<file path="src/rtl/cpu_pkg.sv">
// rtl/cpu_pkg.sv - opcodes, one-hot state encodings and strobe bit positions
// Shared by the control sequencer and its output decode table.
package cpu_pkg;

  localparam int OPW = 3;

  localparam logic [2:0] OP_HLT  = 3'b000;
  localparam logic [2:0] OP_SKZ  = 3'b001;
  localparam logic [2:0] OP_ADD  = 3'b010;
  localparam logic [2:0] OP_ANDD = 3'b011;
  localparam logic [2:0] OP_XORR = 3'b100;
  localparam logic [2:0] OP_LDA  = 3'b101;
  localparam logic [2:0] OP_STO  = 3'b110;
  localparam logic [2:0] OP_JMP  = 3'b111;

  localparam int NST = 10;

  localparam logic [NST-1:0] ST_IDLE = 10'b00_0000_0001;
  localparam logic [NST-1:0] ST_S0   = 10'b00_0000_0010;
  localparam logic [NST-1:0] ST_S1   = 10'b00_0000_0100;
  localparam logic [NST-1:0] ST_S2   = 10'b00_0000_1000;
  localparam logic [NST-1:0] ST_S3   = 10'b00_0001_0000;
  localparam logic [NST-1:0] ST_S4   = 10'b00_0010_0000;
  localparam logic [NST-1:0] ST_S5   = 10'b00_0100_0000;
  localparam logic [NST-1:0] ST_S6   = 10'b00_1000_0000;
  localparam logic [NST-1:0] ST_S7   = 10'b01_0000_0000;
  localparam logic [NST-1:0] ST_HALT = 10'b10_0000_0000;

  localparam int STB_W        = 8;
  localparam int STB_INC_PC   = 0;
  localparam int STB_LOAD_PC  = 1;
  localparam int STB_LOAD_ACC = 2;
  localparam int STB_LOAD_IR  = 3;
  localparam int STB_RD       = 4;
  localparam int STB_WR       = 5;
  localparam int STB_DATACTL  = 6;
  localparam int STB_HALT     = 7;

  typedef logic [STB_W-1:0] strobe_t;

  // Opcodes that fetch an operand from memory into the accumulator via the ALU.
  function automatic logic is_acc_load(logic [2:0] op);
    return (op == OP_ADD) || (op == OP_ANDD) || (op == OP_XORR) || (op == OP_LDA);
  endfunction

endpackage

</file>
<file path="src/rtl/cpu_op_decode.sv">
// rtl/cpu_op_decode.sv - combinational strobe table for the sequencer
// Maps the state being entered plus opcode/zero onto the strobe bundle.
module cpu_op_decode
  import cpu_pkg::*;
#(
  parameter int OPW = 3
) (
  input  logic [NST-1:0] state_nxt_i,
  input  logic [OPW-1:0] opcode_i,
  input  logic           zero_i,
  output strobe_t        strobe_o
);

  always_comb begin
    strobe_o = '0;
    case (state_nxt_i)
      ST_S0, ST_S1: begin
        strobe_o[STB_RD]      = 1'b1;
        strobe_o[STB_LOAD_IR] = 1'b1;
        strobe_o[STB_INC_PC]  = 1'b1;
      end
      ST_S4: begin
        if (is_acc_load(opcode_i)) begin
          strobe_o[STB_RD] = 1'b1;
        end else if (opcode_i == OP_JMP) begin
          strobe_o[STB_LOAD_PC] = 1'b1;
        end else if (opcode_i == OP_STO) begin
          strobe_o[STB_DATACTL] = 1'b1;
        end else if (opcode_i == OP_SKZ) begin
          strobe_o[STB_INC_PC] = zero_i;
        end
      end
      ST_S5: begin
        if (is_acc_load(opcode_i)) begin
          strobe_o[STB_RD]       = 1'b1;
          strobe_o[STB_LOAD_ACC] = 1'b1;
        end else if (opcode_i == OP_JMP) begin
          strobe_o[STB_LOAD_PC] = 1'b1;
        end else if (opcode_i == OP_STO) begin
          strobe_o[STB_DATACTL] = 1'b1;
          strobe_o[STB_WR]      = 1'b1;
        end else if (opcode_i == OP_SKZ) begin
          strobe_o[STB_INC_PC] = zero_i;
        end
      end
      ST_S6: begin
        strobe_o[STB_DATACTL] = (opcode_i == OP_STO);
      end
      ST_HALT: begin
        strobe_o[STB_HALT] = 1'b1;
      end
      default: ;
    endcase
  end

endmodule

</file>
<file path="src/rtl/cpu_ctrl_seq.sv">
// rtl/cpu_ctrl_seq.sv - instruction-cycle control sequencer, registered Moore strobes
// Optional HALT_RESUME_EN: a rising fetch edge while halted restarts at S0.
module cpu_ctrl_seq
  import cpu_pkg::*;
#(
  parameter int OPW = 3
) (
  input  logic           clk,
  input  logic           reset,
  input  logic           fetch,
  input  logic [OPW-1:0] opcode,
  input  logic           zero,
  output logic           inc_pc,
  output logic           load_pc,
  output logic           load_acc,
  output logic           load_ir,
  output logic           rd,
  output logic           wr,
  output logic           datactl_ena,
  output logic           halt
);

  logic [NST-1:0] state_q, state_d;
  strobe_t        strobe_q, strobe_d;
  logic           resume;

`ifdef HALT_RESUME_EN
  logic fetch_q;

  always_ff @(posedge clk) begin
    if (!reset) begin
      fetch_q <= 1'b0;
    end else begin
      fetch_q <= fetch;
    end
  end

  assign resume = fetch & ~fetch_q;
`else
  assign resume = 1'b0;
`endif

  always_comb begin
    state_d = ST_IDLE;
    case (state_q)
      ST_IDLE: state_d = fetch ? ST_S0 : ST_IDLE;
      ST_S0:   state_d = ST_S1;
      ST_S1:   state_d = ST_S2;
      ST_S2:   state_d = ST_S3;
      ST_S3:   state_d = (opcode == OP_HLT) ? ST_HALT : ST_S4;
      ST_S4:   state_d = ST_S5;
      ST_S5:   state_d = ST_S6;
      ST_S6:   state_d = ST_S7;
      ST_S7:   state_d = ST_S0;
      ST_HALT: state_d = resume ? ST_S0 : ST_HALT;
      default: state_d = ST_IDLE;
    endcase
  end

  // Strobes are decoded from the state being entered so they land with it.
  cpu_op_decode #(
    .OPW (OPW)
  ) u_decode (
    .state_nxt_i (state_d),
    .opcode_i    (opcode),
    .zero_i      (zero),
    .strobe_o    (strobe_d)
  );

  always_ff @(posedge clk) begin
    if (!reset) begin
      state_q  <= ST_IDLE;
      strobe_q <= '0;
    end else begin
      state_q  <= state_d;
      strobe_q <= strobe_d;
    end
  end

  assign inc_pc      = strobe_q[STB_INC_PC];
  assign load_pc     = strobe_q[STB_LOAD_PC];
  assign load_acc    = strobe_q[STB_LOAD_ACC];
  assign load_ir     = strobe_q[STB_LOAD_IR];
  assign rd          = strobe_q[STB_RD];
  assign wr          = strobe_q[STB_WR];
  assign datactl_ena = strobe_q[STB_DATACTL];
  assign halt        = strobe_q[STB_HALT];

endmodule

</file>
<file path="config.mk">
export PLATFORM = sky130hd
export DESIGN_NAME = cpu_ctrl_seq
export DESIGN_NICKNAME = d
export VERILOG_FILES = /design/src/rtl/cpu_pkg.sv /design/src/rtl/cpu_op_decode.sv /design/src/rtl/cpu_ctrl_seq.sv
export SDC_FILE = /design/constraint.sdc
export NUM_CORES = 1
export LEC_CHECK = 0
export ABC_CLOCK_PERIOD_IN_PS = 3290
export CORE_ASPECT_RATIO = 1.25
export CORE_MARGIN = 2
export CORE_UTILIZATION = 40
export DETAILED_ROUTE_END_ITERATION = 10
export GPL_TIMING_DRIVEN = 0
export PLACE_DENSITY = 0.6
export SLEW_MARGIN = 40
export SYNTH_ARGS = -nofsm -noshare
export SYNTH_HDL_FRONTEND = slang
export SYNTH_SLANG_ARGS = --single-unit
</file>
<file path="constraint.sdc">
create_clock -name clk -period 3.29 [get_ports clk]
set_input_delay 0.987 -clock clk [delete_from_list [all_inputs] [get_ports clk]]
set_output_delay 0.987 -clock clk [all_outputs]
set_load 0.05 [all_outputs]
</file>
# == Word level (Yosys, flattened, before mapping) ==
# Index checks and enable logic that the tools add are counted.
# Widths: inputs -> output; s select.
# classes
n_reduce_logical,9
n_eq_ne,23
muxes,20
bitwise,3
# op_table
op,n
$pmux 10 s10,1
$eq 10x10->1 const B,2
$eq 10x2->1 const B,2
$eq 10x3->1 const B,2
$eq 10x6->1 const B,2
$eq 10x7->1 const B,2
$eq 10x8->1 const B,2
$eq 3x3->1 const B,4
$mux 1,11
$eq 10x1->1 const B,1
$eq 10x4->1 const B,1
$eq 10x5->1 const B,1
$eq 10x9->1 const B,1
$mux 10,1
$mux 2,4
$eq 3x2->1 const B,2
$pmux 1 s2,2
$reduce_or 2->1,2
$reduce_or 4->1,1
$eq 3x1->1 const B,1
$logic_not 3->1,1
$logic_or 1x1->1,3
$not 1->1,3
$pmux 1 s3,1
2 further kinds,2
# word_totals
input_bits,7
regBits,18
wordCells,60

# == Depth between registers and ports, before layout ==
# logic_depth
ltp_word,7
ltp_mapped,5

# == Hierarchy ==
# A second synthesis with hierarchy kept.
# unflattened
hier_cells,111
hier_area_um2,938.4
# modules_own_cells
module,cells_each,seq_area_each_um2,n_inst,area_each_um2
cpu_ctrl_seq,82,360.3,1,754.5
cpu_op_decode,29,0.0,1,183.9

# == Least setup slack after synthesis ==
# No wires, ideal clock.
# synth_timing
kind,input-to-reg
start,in reset
end,reg strobe_q[5]
path_stages,4
path_buffers,1
arrival_ps,1548
slack_ps,1664
required_ps,3212
cell_sequence,and3_1 -> clkbuf_1 -> nand4b_1 -> nor3_1
# synth_between
elab_chain_len,2
# synth_lines
element,line,rtl
from (decl),cpu_ctrl_seq.sv:9,"input logic reset,"
$not 1->1 (no line),n/a,
$reduce_or 4->1 (no line),n/a,
to (signal assigned),cpu_ctrl_seq.sv:76,strobe_q <= strobe_d;
to (decl),cpu_ctrl_seq.sv:24,"strobe_t strobe_q, strobe_d;"
# Every way passes these cells.
# A chain may end at the register's enable or synchronous reset.

# == Worst setup path in the final report ==
# layout_timing
start,reg strobe_q[6]
end,out datactl_ena
# layout_rtl
element,line,rtl
to (decl),cpu_ctrl_seq.sv:19,"output logic datactl_ena,"
# No word-level cell between the ends.

==> impl_metrics.json <==
{
  "status": "complete, no violations",
  "relSlewSlack": 0.671,
  "cts_max_level": 1,
  "cp_top_family": "buffers and inverters",
  "num_vias": 746,
  "worstSetupPathDepth": 1,
  "ys_seq_area_frac": 0.424,
  "cp_slowest_cell": "clkdlybuf4s50_1",
  "dr.pass1.iters": 4,
  "finalCritPeriodShare": 0.727,
  "cts_hold_buffers": 0,
  "ctsResizeCount": 0,
  "wl_met3_um": 109,
  "worst_clock_skew_ps": 1.75,
  "async_flop_share": 0,
  "dieArea_um2": 2510,
  "cts_tree": "built",
  "cp_data_required_time_ps": 2300,
  "clock_latency_ps": 290,
  "post_cts_buffers": 0,
  "ys.flop_type": "dfxtp_1",
  "drive_gt1_frac": 0.108,
  "finalPower_mw": 0.433,
  "crit_end": "datactl_ena",
  "netlist_area_um2": 850,
  "synth_nets": 100,
  "hp-class": "reg -> reg",
  "syn_avg_cell_area_um2": 9.14,
  "fin_nets": 119,
  "rows": 18,
  "num_io_pins": 15,
  "ff2ff_setup_slack_ps": 1700,
  "final_cell_mix": "dfxtp_1, clkdlybuf4s50_1, nor2_1",
  "tightestPinTransition_ps": 493,
  "yosysWarnings": 0,
  "hold_viol_final": 0,
  "ys_ff_latch": 18,
  "syn_inst": 93,
  "place.gp.congestion": 0.876,
  "grt_max_degree": 11,
  "startpoint_type": "flop",
  "synth_edf_count": 0,
  "drt-total-wl_mm": 1.78,
  "drt-met1-wl_um": 768,
  "reg2reg_depth": 5,
  "worstSetupPathType": "reg -> out",
  "wl_met2_um": 866,
  "worstPathMaxFanout": 1,
  "clk_pin_slew_ps": 100,
  "leakagePower_nw": 0.396,
  "r2r_end": "state_q[0]",
  "min_period_ps": 2390,
  "cts_root_buf": "clkbuf_4",
  "final_common_cell": "dfxtp_1",
  "drcViolationCount": 0,
  "hold_slack_ps": 573,
  "vias_per_cell": 5.69,
  "top_layer_used": "met4",
  "die_h_um": 55.5,
  "cp-end-kind": "output port",
  "drt-initial-drc-count": 7,
  "grt_pass1_wl_mm": 2.88,
  "hpwl_mm": 1.32,
  "initial_utilization": 0.429,
  "drv_slew": 0,
  "clockBufferDepth": 2,
  "r2r-start": "state_q[6]",
  "antenna_left": 0,
  "max_cap_violations": 0,
  "grt_pass1_vias": 643,
  "core_area_um2": 1980,
  "setup_viol": 0,
  "rsz0062_at_grt": "no",
  "area_delta_synth_final_pct": 23.7,
  "diodes": 0,
  "cp.arrival_ps": 1410,
  "path_buf_inv": 1,
  "fmax_mhz": 418,
  "track_usage": 0.154,
  "peakVddDrop_mv": 0.246,
  "cp_cell_sequence": "clkdlybuf4s50_1",
  "p_per_area_nw_per_um2": 412,
  "setup_tns_ps": 0,
  "die_w_um": 45.2,
  "io_buffers": 14,
  "antenna_found_initial": 0,
  "grt_overflow": 0,
  "max_stage_delay_ps": 790,
  "cts_sinks": 18,
  "wire_per_inst_um": 13.6,
  "cts_buffers": 3,
  "startpoint": "strobe_q[6]",
  "netlist-cell-type-count": 33,
  "fillCellCount": 201
}
-- worst min-delay path by stage --
stage	cells past startpoint	end	startpoint	slack, ps
5_1_grt	1	state_q[4]	state_q[2]	600
4_1_cts	1	state_q[4]	state_q[2]	580
2_1_floorplan	1	state_q[4]	state_q[2]	520
6_report	1	state_q[4]	state_q[2]	570
3_5_place_dp	1	state_q[4]	state_q[2]	570
3_3_place_gp	1	state_q[4]	state_q[2]	560
-- stage by stage --
step / utilization / worst slack [ps] / cells / instance area [um^2]
detailed placement: 0.512 / 885 / 127 / 1010
global route: 0.530 / 844 / 131 / 1050
CTS: 0.530 / 885 / 131 / 1050
floorplan: - / 1660 / 93 / 850
global placement: 0.512 / 862 / 127 / 1010
finish: 0.530 / 897 / 131 / 1050
-- final cells by class --
class	instances	area, um^2	share of cell area
well taps	20	25.0	0.0238
plain buffers	7	37.5	0.0357
repair buffers	14	140	0.133
flip-flops and latches	18	360	0.343
clock buffers	4	36.3	0.0345
multi-input cells	67	448	0.426
inverters	1	3.75	0.00357
-- cell usage after synthesis, drive strengths merged (2+ instances only) --
cell type | count | share of area
dfxtp | 18 | 0.42
nand4 | 2 | 0.015
a21boi | 2 | 0.018
xnor2 | 2 | 0.021
buf | 4 | 0.031
clkbuf | 3 | 0.013
a21oi | 2 | 0.012
nor3 | 2 | 0.012
nor4 | 5 | 0.052
and3 | 3 | 0.022
o21ai | 5 | 0.029
nand3b | 2 | 0.018
o2111ai | 2 | 0.021
nor3b | 4 | 0.035
xor2 | 4 | 0.041
nand3 | 5 | 0.029
nand2 | 2 | 0.0088
nor2 | 10 | 0.047
o31ai | 2 | 0.018
o21bai | 2 | 0.018
nand4b | 3 | 0.031
-- cell families after synthesis --
family | after synthesis | share of synthesized area
flip-flops | 18 | 0.424
XOR/XNOR | 6 | 0.0619
AO/OA/AOI/OAI | 17 | 0.134
buffers and inverters | 8 | 0.0486
AND/OR/NAND/NOR | 44 | 0.331
-- flip-flops by register name (all words and copies together), names as in the netlist --
register / count
strobe_q: 8
state_q: 10
-- metal layers --
metal	up-vias	track usage
met3	4	0.0392
li1	379	-
met4	0	0.0630
met2	27	0.253
met1	336	0.183
met5	-	0
-- report_power, final --
| group | switching [mW] | total [mW] | leakage (nW) | internal, mW |
|---|---|---|---|---|
| logic | 0.0405 | 0.0699 | 0.229 | 0.0295 |
| registers | 0.00242 | 0.226 | 0.146 | 0.224 |
| clock network | 0.0689 | 0.136 | 0.0210 | 0.0675 |
Power figures use the tool's default switching activity.
